**config.mk**
```make
export PLATFORM = sky130hd
export DESIGN_NAME = csr_unit
export DESIGN_NICKNAME = d
export VERILOG_FILES = /design/src/rtl/csr_unit.sv
export SDC_FILE = /design/constraint.sdc
export NUM_CORES = 1
export LEC_CHECK = 0
export CELL_PAD_IN_SITES_DETAIL_PLACEMENT = 1
export CELL_PAD_IN_SITES_GLOBAL_PLACEMENT = 1
export CORE_UTILIZATION = 24
export CTS_BUF_LIST = sky130_fd_sc_hd__clkbuf_16
export CTS_CLUSTER_SIZE = 8
export DETAILED_ROUTE_END_ITERATION = 6
export GPL_TIMING_DRIVEN = 0
export PLACE_DENSITY_LB_ADDON = 0.05
export SETUP_SLACK_MARGIN = 0.3
export SLEW_MARGIN = 10
export SYNTH_ARGS = -nofsm -noshare
export SYNTH_HDL_FRONTEND = slang
export SYNTH_SLANG_ARGS = --single-unit
export TNS_END_PERCENT = 20
```
**constraint.sdc**
```tcl
create_clock -name clk -period 5.2 [get_ports clk]
set_clock_uncertainty 0.2 [all_clocks]
set_input_delay 1.56 -clock clk [delete_from_list [all_inputs] [get_ports clk]]
set_output_delay 1.56 -clock clk [all_outputs]
set_load 0.05 [all_outputs]
```
**src/rtl/csr_unit.sv**
```systemverilog
// CSR decode and storage for the writeback stage: scratch/mscratch registers plus
// mcycle/minstret counters. Reads return the old value; updates land on the next edge.
module csr_unit #(
  parameter int NUM_SCRATCH = 4,
  parameter int COUNTER_W   = 64,
  parameter bit COUNTERS_EN = 1'b1
) (
  input  logic        clk,
  input  logic        reset,
  input  logic        csr_valid,
  input  logic [31:0] instr,
  input  logic [31:0] rs1_data,
  input  logic        retire,
  output logic [31:0] csr_rdata,
  output logic        CSRWrite,
  output logic        csr_illegal
);
  localparam int         HI_W       = COUNTER_W - 32;
  localparam logic [6:0] OPC_SYSTEM = 7'b1110011;

  logic [6:0]  opcode;
  logic [2:0]  funct3;
  logic [4:0]  uimm;
  logic [11:0] addr;
  logic        unused_rd;

  assign opcode    = instr[6:0];
  assign funct3    = instr[14:12];
  assign uimm      = instr[19:15];
  assign addr      = instr[31:20];
  assign unused_rd = ^instr[11:7];

  logic [31:0]          mscratch_q, mscratch_d;
  logic [31:0]          scratch_q [16];
  logic [31:0]          scratch_d [16];
  logic [COUNTER_W-1:0] mcycle_q, mcycle_d;
  logic [COUNTER_W-1:0] minstret_q, minstret_d;
  logic [63:0]          mcycle_x, minstret_x;

  assign mcycle_x   = 64'(mcycle_q);
  assign minstret_x = 64'(minstret_q);

  logic        csr_op;
  logic        wr_intent;
  logic [31:0] src;
  logic        mapped;
  logic        scratch_hit;
  logic [31:0] old_val;
  logic        illegal;
  logic        commit;
  logic [31:0] new_val;

  // Set/clear forms only write when the rs1/uimm field is nonzero, whatever rs1 holds.
  always_comb begin
    csr_op    = csr_valid && (opcode == OPC_SYSTEM) && (funct3 != 3'b000);
    src       = funct3[2] ? {27'd0, uimm} : rs1_data;
    wr_intent = (funct3[1:0] == 2'b01) || (uimm != 5'd0);
  end

  always_comb begin
    mapped      = 1'b0;
    scratch_hit = 1'b0;
    old_val     = 32'd0;
    if (addr == 12'h340) begin
      mapped  = 1'b1;
      old_val = mscratch_q;
    end else if ((addr[11:4] == 8'h7C) && (32'(addr[3:0]) < NUM_SCRATCH)) begin
      mapped      = 1'b1;
      scratch_hit = 1'b1;
      old_val     = scratch_q[addr[3:0]];
    end else if (COUNTERS_EN) begin
      case (addr)
        12'hB00, 12'hC00: begin mapped = 1'b1; old_val = mcycle_x[31:0];    end
        12'hB80, 12'hC80: begin mapped = 1'b1; old_val = mcycle_x[63:32];   end
        12'hB02, 12'hC02: begin mapped = 1'b1; old_val = minstret_x[31:0];  end
        12'hB82, 12'hC82: begin mapped = 1'b1; old_val = minstret_x[63:32]; end
        default: ;
      endcase
    end
  end

  always_comb begin
    illegal = csr_op && ((funct3 == 3'b100) || !mapped ||
                         (wr_intent && (addr[11:10] == 2'b11)));
    commit  = csr_op && !illegal && wr_intent;
    case (funct3[1:0])
      2'b01:   new_val = src;
      2'b10:   new_val = old_val | src;
      2'b11:   new_val = old_val & ~src;
      default: new_val = old_val;
    endcase
  end

  assign csr_rdata   = (csr_op && !illegal) ? old_val : 32'd0;
  assign CSRWrite    = commit;
  assign csr_illegal = illegal;

  // A counter write replaces that cycle's increment rather than adding to it.
  always_comb begin
    mscratch_d = mscratch_q;
    for (int i = 0; i < 16; i++) scratch_d[i] = scratch_q[i];
    mcycle_d   = mcycle_q + COUNTER_W'(1);
    minstret_d = retire ? minstret_q + COUNTER_W'(1) : minstret_q;
    if (commit) begin
      if (addr == 12'h340) mscratch_d = new_val;
      if (scratch_hit) scratch_d[addr[3:0]] = new_val;
      case (addr)
        12'hB00: mcycle_d   = {mcycle_q[COUNTER_W-1:32], new_val};
        12'hB80: mcycle_d   = {new_val[HI_W-1:0], mcycle_q[31:0]};
        12'hB02: minstret_d = {minstret_q[COUNTER_W-1:32], new_val};
        12'hB82: minstret_d = {new_val[HI_W-1:0], minstret_q[31:0]};
        default: ;
      endcase
    end
  end

  always_ff @(posedge clk) begin
    if (reset) begin
      mscratch_q <= '0;
      for (int i = 0; i < 16; i++) scratch_q[i] <= '0;
      mcycle_q   <= '0;
      minstret_q <= '0;
    end else begin
      mscratch_q <= mscratch_d;
      for (int i = 0; i < 16; i++) scratch_q[i] <= scratch_d[i];
      mcycle_q   <= COUNTERS_EN ? mcycle_d : '0;
      minstret_q <= COUNTERS_EN ? minstret_d : '0;
    end
  end

endmodule

```
==> out/metrics.cfg, run 1 <==
[clocking]
clkTransAtPathRegs_ns=0.05
clockRootBuffer=clkbuf_16
numCtsBuffers=57
clk_path_buf_depth=3
clock_latency_ns=0.67
cts_tree=yes
ctsHoldBuffers=0
cts_sinks=397
htreeDepth=2

[drt]
routed_wl_um=138000
drt_first_pass_iters=5
routed_via_density=5.78
vias=22800
drt_iter0_drc=2084
drcViolationCount=0
antenna_left=0
wl_per_cell_um=35.1

[run_status]
violations=setup timing
status=finished, violations left

[timing]
finalCritPeriodShare=1.10
rsz0062_at_grt=true
worst_pin_slew_ns=1.47
max-slew-margin-rel=0.0197
setup_viol=34
fin_crit_ns=5.70
slew_viol_final=0
hold_violations=0
fmax_mhz=176
holdWs_ns=0.266
layout_setup_ws_ns=-0.496

[logic_synthesis]
synthesis.area_um2=20700
synth_top_area_share=0.384
ys_seq_area_frac=0.384
synthDistinctLibCells=97
synth_edf_count=0
synth.area.top_cells=dfxtp_1 (38%), a211oi_1 (7.1%), nor2_1 (4.9%), nor2b_1 (4.2%), nand2_1 (3.6%)
async_flop_share=0
synth_nets=2606
ys.flop_type=dfxtp_1
synth_top_area_cell=dfxtp_1
ys_seq_elements=397
ys_warn_count=0
synthCells=2536
syn_area_per_cell_um2=8.17

[critical_path]
critPathLaunchType=input pin
end_kind=output port
worstPathRequired_ns=3.44
critPathArrivalTime_ns=3.94
path_max_fanout=6
critical_path_class=input pin to output port

[place]
routabilityCongestion=0.947
dpl-instance-area_um2=23800
dpl.hpwl_um=102000
portBuffers=93
dp_slack_ns=-3.65
dp_cells=3787

[die]
fp.coreArea_um2=85300
fp.dieArea_um2=87500
die_x_um=296
dieHeight_um=296
io_pins=102
initial_core_util=0.243
num_rows=107

[finish]
syn_to_final_growth_pct=34.9
final_layout_size_suffix_gt1_frac=0.199
diodes=0
finalNonFillerCells=3946
fin_util=0.328
post-route-cell-area_um2=28000
final_nets=2859

[grt]
grt_pass1_vias=22700
grt_start_max_net_pins=18
gr-total-overflow=0
antenna_found_initial=8
grt_pass1_wl_um=190000
track_usage=0.313

[flow_run]
drv_cap=0

[power_and_ir_drop]
leakagePower_nw=9.08
power_density_nw_per_um2=260
ir_drop_mv=0.302

[worst_hold_path]
hold_class=flip-flop to flip-flop

## cell type report
class,count,area (um2)
tap,1144,1430
timing repair buffer,196,2090
buffer,247,1610
inverter,23,90.1
multi-input combinational,1867,13200
fill,9867,57300
sequential,397,7950
clock buffer,57,1430
clock inverter,15,128
## synth_stat cells (all sizes together), types with 18 or more instances
master,instances
and2,18
o22ai,90
nor2b,138
nor3,52
and3,44
mux2i,26
nand3,78
clkbuf,182
a21oi,132
dfxtp,397
nand2,199
buf,67
inv,22
xor2,35
nor4,32
xnor2,56
a31oi,22
a221oi,23
nor2,275
nand4,64
o21ai,98
a211oi,206
## routing by layer
layer  vias up  GRT usage  part of all wire
li1       9876          -                 -
met1     11900      0.423              0.44
met2       874      0.507              0.46
met3       220     0.0338             0.059
met4         0      0.123             0.044
met5         -          0                 0
## state kept, by name, summed over array words and instances, names as in the netlist
signal,cells
mscratch_q,32
minstret_q,64
scratch_q,237
mcycle_q,64
## layout by cell type (no fill, tap or decap), types with 56 or more instances in the layout
| cell type | count |
|---|---|
| o21ai_0 | 77 |
| nor2b_1 | 130 |
| nor2_1 | 245 |
| clkbuf_1 | 122 |
| buf_4 | 86 |
| nand2_1 | 187 |
| o22ai_1 | 82 |
| a21oi_1 | 118 |
| nand3_1 | 78 |
| a211oi_1 | 190 |
| clkbuf_16 | 66 |
| dfxtp_1 | 397 |
| nand4_1 | 64 |
| xnor2_1 | 56 |
## logic make-up after synthesis
family | count (synthesis) | synth area share
fa+ha+maj | 2 | 0.00121
xor+xnor | 91 | 0.0385
mux | 39 | 0.0213
simple gates | 986 | 0.244
flops | 397 | 0.384
compound gates | 749 | 0.257
buf+inv | 272 | 0.0548
## path summary, 6_finish.rpt
path / startpoint / end / slack [ns] / cells past startpoint
hold reg to reg: scratch_q[6][1] / scratch_q[6][1] / 0.27 / 1
hold / removal: scratch_q[6][1] / scratch_q[6][1] / 0.27 / 1
setup / recovery: instr[20] / csr_rdata[17] / -0.50 / 11
setup reg to reg: minstret_q[23] / minstret_q[63] / 1.12 / 8
## stage by stage
step / TNS, ns / total power, mW
2_1_floorplan: -3.08 / 3.38
6_report: -11.24 / 7.26
3_5_place_dp: -504.30 / 3.76
4_1_cts: -10.67 / 7.29
3_3_place_gp: -619.83 / 3.73
5_1_grt: -13.05 / 7.45
## critical path, stage by stage
cell and delay, ns:
buf_12 0.12, or4_4 0.52, buf_12 0.16, a2111oi_4 0.24
buf_6 0.20, buf_12 0.13, nand2_4 0.06, nand4_1 0.39
a32oi_4 0.24, nor2_4 0.14, buf_8 0.15
## power by group
group	leakage (nW)	total (mW)	switching, mW	internal (mW)
logic	5.09	0.725	0.522	0.203
registers	3.20	3.05	0.00689	3.05
clock network	0.793	3.48	1.55	1.94
## timing repair
item / in CTS / in global routing
gates cloned: 7 / 0
gates resized for setup: 697 / 44
setup buffers: 74 / 8
setup endpoints to repair: 322 / 99
pin swaps: 70 / 20
No activity file was read; power rests on OpenSTA's default activity.
==> run 2, diff against run 1 <==
Settings changed: CORE_UTILIZATION 24 to 40, CTS_CLUSTER_SIZE 8 to default, SLEW_MARGIN 10 to 25.
==> out/metrics.cfg, run 2 (synthesized netlist as in run 1, its figures left out) <==
[run_status]
status=finished, violations left
violations=setup timing

[timing]
finalCritPeriodShare=1.12
layout_setup_ws_ns=-0.633
max-slew-margin-rel=0.171
slew_viol_final=0
hold_violations=0
rsz0062_at_grt=true
holdWs_ns=0.267
worst_pin_slew_ns=1.24
fin_crit_ns=5.83
fmax_mhz=171
setup_viol=34

[place]
dp_slack_ns=-3.31
dpl-instance-area_um2=23200
portBuffers=93
dpl.hpwl_um=88800
routabilityCongestion=1.02

[critical_path]
cp_slowest_cell=a2111oi_4
path_max_fanout=10
critical_path_class=input pin to output port
critPathLaunchType=input pin
cp_common_cell=clkbuf_4
r2r-start=minstret_q[23]
worstPathRequired_ns=3.44
cp_cell_sequence=buf_6 -> clkbuf_4 -> buf_2 -> clkbuf_4 -> a31oi_1 -> nor2_1 -> a2111oi_4 -> o31ai_4 -> nor2b_4 -> buf_8
rrSetupSlack_ns=1.45
reg2reg_to=minstret_q[63]
end_kind=output port
cp_slowest_stage_delay_ns=0.79
critPathArrivalTime_ns=4.07
ff2ff_path_depth=8

[grt]
grt_start_max_net_pins=15
grt_pass1_wl_um=172000
grt_pass1_vias=23500
track_usage=0.453
antenna_found_initial=2
gr-total-overflow=0

[finish]
fillers=5921
final_nets=2854
post-route-cell-area_um2=27100
final_common_cell=dfxtp_1
top_register=scratch_q
largest_register_ffs=237
top_regs=scratch_q x237, mcycle_q x64, minstret_q x64
final_layout_size_suffix_gt1_frac=0.200
final_cell_mix=dfxtp_1 (397), nor2_1 (243), a211oi_1 (193)
syn_to_final_growth_pct=30.8

[clocking]
cts_tree=yes
clkTransAtPathRegs_ns=0.06
clk_path_buf_depth=3
clock_latency_ns=0.63
numCtsBuffers=47
cts_sinks=397
htreeDepth=2
clockRootBuffer=clkbuf_16

[power_and_ir_drop]
power_mw=6.97
power_density_nw_per_um2=257
ir_drop_mv=0.257
leakagePower_nw=8.98

[die]
fp.dieArea_um2=52700
initial_core_util=0.405
die_x_um=230
io_pins=102
fp.coreArea_um2=51200
num_rows=83
dieHeight_um=230

[drt]
vias=23800
routed_via_density=6.80
antenna_left=0
wl_per_cell_um=35.1
routed_wl_um=123000
drt_iter0_drc=2843
drt_first_pass_iters=5
drcViolationCount=0

[worst_hold_path]
hold_class=flip-flop to flip-flop
hold_end=scratch_q[10][7]
holdPathStages=1
holdCritStartpoint=scratch_q[10][7]

[flow_run]
drv_cap=0

run 2: cell count changes in the layout (fill, tap and decap cells not counted), moves of 5 or more:
cell       previous run  this run
o21ai_1              11         1
buf_12               13         8
a221oi_2              2         7
clkbuf_16            66        54
clkinv_2              1        13
buf_4                86        91
o21ai_0              77        89
clkinv_1              1        10
run 2: where the power goes:
part	switching, mW	internal (mW)	total, mW	leakage, nW
Clock	1.49	1.76	3.25	0.744
Sequential	0.00608	3.04	3.05	3.20
Combinational	0.489	0.189	0.678	5.04
run 2: worst max path at each step:
| stage | from | end | slack (ns) | cells past startpoint |
|---|---|---|---|---|
| 5_1_grt | instr[20] | csr_rdata[17] | -0.63 | 11 |
| 2_1_floorplan | instr[21] | csr_rdata[3] | -0.16 | 8 |
| 3_5_place_dp | instr[21] | csr_rdata[19] | -3.31 | 10 |
| 3_3_place_gp | instr[20] | csr_rdata[11] | -3.22 | 10 |
| 6_report | instr[22] | csr_rdata[11] | -0.63 | 10 |
| 4_1_cts | instr[21] | csr_rdata[17] | -0.56 | 11 |
run 2: cell type report:
| class | count | area, um2 | share of cell area |
|---|---|---|---|
| Inverter | 23 | 86.3 | 0.00319 |
| Multi-Input combinational cell | 1867 | 13200 | 0.486 |
| Clock inverter | 37 | 285 | 0.0105 |
| Antenna cell | 3 | 7.51 | 0.000277 |
| Timing Repair Buffer | 200 | 2070 | 0.0764 |
| Tap cell | 680 | 851 | 0.0314 |
| Clock buffer | 47 | 1180 | 0.0434 |
| Sequential cell | 397 | 7950 | 0.293 |
| Buffer | 248 | 1490 | 0.0551 |
run 2: repair_timing:
action                                  in CTS  in global routing
gates resized for setup                    644                 35
buffers inserted                            69                 20
pin swaps                                   64                 39
gates cloned                                 6                  0
hold buffers                                 0                  0
endpoints found under the setup margin     321                 46
run 2: metrics by stage:
stage	std cells	setup TNS, ns	utilization
floorplan	2536	-3.08	-
global placement	3309	-470.20	0.446
detailed placement	3321	-373.02	0.453
CTS	3479	-13.36	0.523
global route	3500	-15.93	0.529
finish	3502	-15.64	0.529
run 2: layer usage:
layer | up-vias | global-route usage | part of all wire
met3 | 503 | 0.115 | 0.095
met2 | 1494 | 0.703 | 0.44
li1 | 9867 | - | -
met4 | 0 | 0.366 | 0.091
met1 | 12000 | 0.530 | 0.37
met5 | - | 0 | 0
run 2: worst max-delay path, delay by kind of cell:
family	cells	cell delay [ns]
AO/OA/AOI/OAI	3	1.22
AND/OR/NAND/NOR	2	0.27
buffers and inverters	5	0.99
